`src/rtl/m_demux2_seq_if.sv`:
```
// Source-side bus and two registered output channels for m_demux2_seq.
// Latency: none, wiring only. Backpressure: in_ready and ack1/ack2 carry the flow control.
// Master drives the source word and the acks; slave is the demux itself.
interface m_demux2_seq_if #(
    parameter int WIDTH = 8
);
    logic [WIDTH-1:0] in_data;
    logic             in_valid;
    logic             dest;
    logic             in_ready;
    logic [WIDTH-1:0] out1;
    logic             sel1;
    logic             ack1;
    logic [WIDTH-1:0] out2;
    logic             sel2;
    logic             ack2;

    modport master (
        output in_data, in_valid, dest, ack1, ack2,
        input  in_ready, out1, sel1, out2, sel2
    );

    modport slave (
        input  in_data, in_valid, dest, ack1, ack2,
        output in_ready, out1, sel1, out2, sel2
    );
endinterface

```
`src/rtl/m_demux2_seq.sv`:
```
// Two-channel demux, one holding register per channel; DEMUX2_ALTERNATE_EN selects round-robin steering.
// Latency: 1 cycle from accept to sel/out. Backpressure: in_ready drops while the target is full and not acked.
// The channels are independent, and a drain and reload in the same cycle sustain 1 word/cycle.
module m_demux2_seq #(
    parameter int WIDTH = 8
) (
    input  logic             clk_i,
    input  logic             reset_i,
    m_demux2_seq_if.slave    bus
);

    logic [WIDTH-1:0] h1_q, h1_d;
    logic [WIDTH-1:0] h2_q, h2_d;
    logic             full1_q, full1_d;
    logic             full2_q, full2_d;
    logic             tgt;
    logic             in_ready;
    logic             acc1, acc2;
    logic             drain1, drain2;

`ifdef DEMUX2_ALTERNATE_EN
    logic ptr_q, ptr_d;
    assign tgt = ptr_q;
`else
    assign tgt = bus.dest;
`endif

    assign drain1   = full1_q & bus.ack1;
    assign drain2   = full2_q & bus.ack2;
    assign in_ready = tgt ? (~full2_q | bus.ack2) : (~full1_q | bus.ack1);

    // in_valid gates first so an unknown dest or in_data cannot reach any state
    assign acc1 = bus.in_valid & in_ready & ~tgt;
    assign acc2 = bus.in_valid & in_ready &  tgt;

    always_comb begin
        full1_d = acc1 | (full1_q & ~drain1);
        full2_d = acc2 | (full2_q & ~drain2);
        h1_d    = acc1 ? bus.in_data : h1_q;
        h2_d    = acc2 ? bus.in_data : h2_q;
    end

`ifdef DEMUX2_ALTERNATE_EN
    always_comb begin
        ptr_d = ptr_q ^ (acc1 | acc2);
    end

    always_ff @(posedge clk_i) begin
        if (reset_i) begin
            ptr_q <= 1'b0;
        end else begin
            ptr_q <= ptr_d;
        end
    end
`endif

    always_ff @(posedge clk_i) begin
        if (reset_i) begin
            full1_q <= 1'b0;
            full2_q <= 1'b0;
            h1_q    <= '0;
            h2_q    <= '0;
        end else begin
            full1_q <= full1_d;
            full2_q <= full2_d;
            h1_q    <= h1_d;
            h2_q    <= h2_d;
        end
    end

    // AND-gating lets a downstream OR recombine both channels cleanly
    assign bus.in_ready = in_ready;
    assign bus.sel1     = full1_q;
    assign bus.sel2     = full2_q;
    assign bus.out1     = h1_q & {WIDTH{full1_q}};
    assign bus.out2     = h2_q & {WIDTH{full2_q}};

endmodule

```
`src/flat_wrapper.sv`:
```
// flat-port wrapper written by rule: the top's interface ports become plain ports
module m_demux2_seq_flat 
#(
    parameter int WIDTH = 8
)
  (clk_i, reset_i, bus_in_data, bus_in_valid, bus_dest, bus_ack1, bus_ack2, bus_in_ready, bus_out1, bus_sel1, bus_out2, bus_sel2);
  m_demux2_seq_if #(.WIDTH(WIDTH)) bus_i ();
  input  logic clk_i;
  input  logic reset_i;
  input wire logic [$bits(bus_i.in_data)-1:0] bus_in_data;
  input wire logic [$bits(bus_i.in_valid)-1:0] bus_in_valid;
  input wire logic [$bits(bus_i.dest)-1:0] bus_dest;
  input wire logic [$bits(bus_i.ack1)-1:0] bus_ack1;
  input wire logic [$bits(bus_i.ack2)-1:0] bus_ack2;
  output wire logic [$bits(bus_i.in_ready)-1:0] bus_in_ready;
  output wire logic [$bits(bus_i.out1)-1:0] bus_out1;
  output wire logic [$bits(bus_i.sel1)-1:0] bus_sel1;
  output wire logic [$bits(bus_i.out2)-1:0] bus_out2;
  output wire logic [$bits(bus_i.sel2)-1:0] bus_sel2;
  assign bus_i.in_data = bus_in_data;
  assign bus_i.in_valid = bus_in_valid;
  assign bus_i.dest = bus_dest;
  assign bus_i.ack1 = bus_ack1;
  assign bus_i.ack2 = bus_ack2;
  assign bus_in_ready = bus_i.in_ready;
  assign bus_out1 = bus_i.out1;
  assign bus_sel1 = bus_i.sel1;
  assign bus_out2 = bus_i.out2;
  assign bus_sel2 = bus_i.sel2;
  m_demux2_seq #(.WIDTH(WIDTH)) u_core (.clk_i(clk_i), .reset_i(reset_i), .bus(bus_i));
endmodule
```
`config.mk`:
```
export PLATFORM = sky130hd
export DESIGN_NAME = m_demux2_seq_flat
export DESIGN_NICKNAME = d
export VERILOG_FILES = /design/src/rtl/m_demux2_seq_if.sv /design/src/rtl/m_demux2_seq.sv /design/src/flat_wrapper.sv
export SDC_FILE = /design/constraint.sdc
export NUM_CORES = 1
export LEC_CHECK = 0
export ABC_AREA = 1
export CORE_MARGIN = 2
export CORE_UTILIZATION = 30
export CTS_CLUSTER_SIZE = 12
export DETAILED_ROUTE_END_ITERATION = 10
export MAX_ROUTING_LAYER = met4
export PLACE_DENSITY = 0.55
export SYNTH_ARGS = -nofsm -noshare
export SYNTH_HDL_FRONTEND = slang
export SYNTH_SLANG_ARGS = --single-unit
export TNS_END_PERCENT = 10
```
`constraint.sdc`:
```
create_clock -name clk_i -period 0.83 [get_ports clk_i]
set_input_delay 0.083 -clock clk_i [delete_from_list [all_inputs] [get_ports clk_i]]
set_output_delay 0.083 -clock clk_i [all_outputs]
set_load 0.005 [all_outputs]
```
## After elaboration in Yosys (flattened, before gate mapping)

Cells that the tools add are included.
Widths: inputs -> output; s select.

| operators by class | value |
|---|---|
| muxes and demuxes | 1 |
| bitwise logic cells | 18 |

Operators with widths:

| cell | count |
|---|---|
| $and 8x8->8 | 2 |
| $and 1x1->1 | 7 |
| $not 1->1 | 5 |
| $or 1x1->1 | 4 |
| $mux 1 | 1 |

| word-level totals | value |
|---|---|
| register bits after elaboration | 18 |
| output and inout port bits | 19 |
| bits of input ports | 14 |

## Depth between registers and ports, before layout

| depth | value |
|---|---|
| depth in word-level cells | 6 |
| depth in mapped cells | 6 |
| mapped depth without buffers | 6 |

## Worst setup path after synthesis

OpenSTA, ideal clock, no wires.

| timing path | value |
|---|---|
| path kind | register to register |
| start point | register u_core.full1_q, in the netlist u_core.bus.sel1 |
| end point | register u_core.h1_q[0] |
| clock period less this slack | 910 ps |
| stages on the path, launching flop included | 7 |
| buffers on the path | 2 |
| setup slack | -80 ps |
| data arrival time | 800 ps |
| library setup time | 110 ps |
| required time | 720 ps |
| cells stage by stage | dfxtp_1 > buf_6 > nand2_4 > buf_6 > nand4_1 > nand2_1 > nor2_2 |

| between the ends | value |
|---|---|
| word-level cells in the longest chain between the ends | 5 |

RTL lines:

| item | RTL line | text |
|---|---|---|
| from (decl) | m_demux2_seq.sv:14 | `logic full1_q, full1_d;` |
| from (signal assigned) | m_demux2_seq.sv:64 | `full1_q <= full1_d;` |
| $not 1->1 | m_demux2_seq.sv:30 | `assign in_ready = tgt ? (~full2_q \| bus.ack2) : (~full1_q \| bus.ack1);` |
| $or 1x1->1 | m_demux2_seq.sv:30 |  |
| $mux 1 | m_demux2_seq.sv:30 |  |
| $and 1x1->1 (2 in a row) | m_demux2_seq.sv:33 | `assign acc1 = bus.in_valid & in_ready & ~tgt;` |
| to (signal assigned) | m_demux2_seq.sv:61 | `h1_q <= '0;` |
| to (signal assigned) | m_demux2_seq.sv:66 | `h1_q <= h1_d;` |
| to (decl) | m_demux2_seq.sv:12 | `logic [WIDTH-1:0] h1_q, h1_d;` |

Every way passes these cells.
A chain may end at the register's enable or synchronous reset.

## Final worst setup path

| timing path | value |
|---|---|
| start point | register u_core.full2_q, in the netlist u_core.bus.sel2 |
| end point | output bus_in_ready |

| between the ends | value |
|---|---|
| word-level cells in the longest chain between the ends | 3 |

RTL lines:

| item | RTL line | text |
|---|---|---|
| from (decl) | m_demux2_seq.sv:15 | `logic full2_q, full2_d;` |
| from (signal assigned) | m_demux2_seq.sv:65 | `full2_q <= full2_d;` |
| $not 1->1 | m_demux2_seq.sv:30 |  |
| $or 1x1->1 | m_demux2_seq.sv:30 |  |
| $mux 1 | m_demux2_seq.sv:30 |  |
| to (decl) | flat_wrapper.sv:15 | `output wire logic [$bits(bus_i.in_ready)-1:0] bus_in_ready;` |

Every way passes these cells.

==> impl_results.md <==
* Critical path required time at 0.75 ns
* Synth Instances at 177
* Worst R2R Setup Slack at -0.26 ns
* GRT Residual Overflow at 0
* N_diodes at 0
* Detailed Routing Iterations Pass 1 at 4
* CP endpoint kind: primary output
* Post-synthesis net count at 191
* Count of cell types in the netlist at 14
* Fillcell total at 408
* Pwr Density at 1350 nW/um^2
* Status: finished, violations left
* Global-route wire length before repair at 4.08 mm
* R2R depth at 7
* Via count at roughly 1,000
* Area grow syn2layout at 42.1%
* Final period utilization at 144%
* Share of post-route cells with drive strength above 1 at 29.5%
* Die area at 4210 sq um
* Worst slew pin tran at 0.165 ns
* Largest net degree at the start of global routing at 19
* Setup-failing EPs final at 37
* Total Power at 2.13 mW
* Gr usage total at 12.6%
* Initial antenna violation count at 0
* Seq cells post-synth at 18
* Hold Crit Depth at 4
* Max Clock Freq at 835 MHz
* YS warnings at 0
* Pleak at 0.960 nW
* Hold crit path type: flip-flop to flip-flop
* CP Launch Type: flip-flop
* Die X at approximately 65 microns
* Sequential area share after synthesis at around a third
* Final wirelength at about 2.3 mm
* Routability cong. at 0.764
* I/O Buffers at 32
* Failing checks: negative setup slack
* Std-Cell Rows at 22
* Slew Viols, Final at 0
* FF+latch area at 368 sq um
* H-tree levels at 1
* Reg2reg end: u_core.h2_q[1]
* Average wire per standard cell at roughly 8.5 microns
* Initial DRC count at 37
* Max cap viols at 0
* RSZ-0062 raised after global routing: true
* Hold Crit Start: u_core.h2_q[4]
* Via density per instance at 3.89
* Slew headroom at 89.0%
* Nets at approximately 240
* Crit path kind: flip-flop to primary output
* Max Clock Skew at between 0.0015 and 0.002 ns
* Post-DP HPWL at ~1.6 mm
* Vias in the first global route at 955
* Root buffer cell: clkbuf_8
* Area occupied by multi-input gates at 472 sq um
* CP arrival at 1.11 ns
* Setup WS post-layout at -0.367 ns
* Dpl ws at -0.610 ns
* Crit-path max FO at 5
* Die Ht at ~65 microns
* Final std cells w/o fill at 268
* Num CTS Buffers at 3
* Clock transition at the registers of the reported paths at 0.07 ns
* CTS tree: yes
* Hold_ws at ~0.5 ns
* Initial Utilization at 30.8%
* Syn Area/Cell at 6.28 sq um
* Reg-to-Reg Start: u_core.bus.sel2
* Core Box Area at 3610 sq um
* Mapped Area at 1110 sq um
* Maximum root-to-sink buffer count at 2
* Final hold violation count at 0
* I/O pins at 33
* Clk sinks at 18
* Residual DRC at 0
* Dpl cells at 257
* Post-Route Utilization at 43.8%
* Insertion delay to the later sink of the worst-skew pair at 0.25 ns
* Worst hold endpoint: u_core.h2_q[4]
* Tmin final at ~1.2 ns
* Hold-fix buffers at CTS at 0
* Peak VDD IR at 0.618 mV
* Final ANT Viol Nets at 0
worst max-delay path by stage:
stage	from	end
finish	u_core.bus.sel2	bus_in_ready
global route	u_core.bus.sel2	bus_in_ready
CTS	u_core.bus.sel2	bus_out2[6]
detailed placement	bus_ack1	bus_in_ready
global placement	bus_ack1	bus_in_ready
floorplan	u_core.bus.sel1	u_core.h1_q[0]
layout by cell type (no fill, tap or decap), drive strengths merged:
master	netlist	layout
a31oi	1	1
buf	7	19
clkbuf	0	18
clkdlybuf4s50	0	13
clkinv	1	1
dfxtp	18	18
inv	61	61
nand2	54	54
nand3	2	2
nand4	16	16
nor2	17	17
report_power, final:
part / switching, mW / internal, mW / leakage (nW)
Sequential: 0.0359 / 0.922 / 0.150
Clock: 0.285 / 0.421 / 0.0288
Combinational: 0.236 / 0.236 / 0.781
routing by layer:
layer	vias up	track usage [%]	routed length, microns
li1	591	-	-
met1	429	16.3	1100
met2	21	19.7	1040
met3	2	2.43	114
met4	0	3.99	15
met5	-	-	0
registers in the layout, indices dropped and copies added, names as in the netlist:
register         cells
u_core.h1_q          8
u_core.bus.sel1      1
u_core.h2_q          8
u_core.bus.sel2      1
layout make-up:
class	count	area share [%]
Clock buffer	4	3.48
Inverter	62	14.7
Multi-Input combinational cell	90	29.8
Sequential cell	18	23.3
Tap cell	48	3.80
Timing Repair Buffer	46	24.9
through the flow:
step	area, sq um	setup TNS (ns)
2_1_floorplan	1110	-1.07
3_3_place_gp	1510	-14.45
3_5_place_dp	1510	-14.59
4_1_cts	1640	-9.65
5_1_grt	1580	-10.47
6_report	1580	-8.01
Yosys cell counts:
| master | instances | area share, % |
|---|---|---|
| inv_1 | 60 | 20 |
| nand2_1 | 52 | 18 |
| a31oi_1 | 1 | 0.56 |
| nand4_1 | 16 | 9.0 |
| buf_4 | 3 | 2.0 |
| nand3_4 | 2 | 3.1 |
| clkinv_1 | 1 | 0.34 |
| nand2_4 | 1 | 1.0 |
| nand2_8 | 1 | 1.8 |
| buf_6 | 4 | 4.0 |
| nor2_2 | 8 | 4.5 |
| dfxtp_1 | 18 | 32 |
| inv_2 | 1 | 0.34 |
| nor2_1 | 9 | 3.0 |
kinds of logic after synthesis:
family	share of synthesized area, %
and+or+nand+nor	40.0
DFF	32.4
buffers and inverters	27.0
AOI/OAI and AO/OA	0.563
repair_timing:
| item | 4_1_cts | 5_1_grt |
|---|---|---|
| buffers inserted | 7 | 0 |
| setup endpoints to repair | 37 | 37 |
| resized for setup | 57 | 25 |
| pin swaps | 8 | 1 |
worst max-delay path, cell delays in order (launching register included):
cell     delay [ns]
dfxtp_4        0.36
buf_6          0.13
buf_6          0.12
a31oi_1        0.12
buf_2          0.13
No activity file was read; power rests on OpenSTA's default activity.
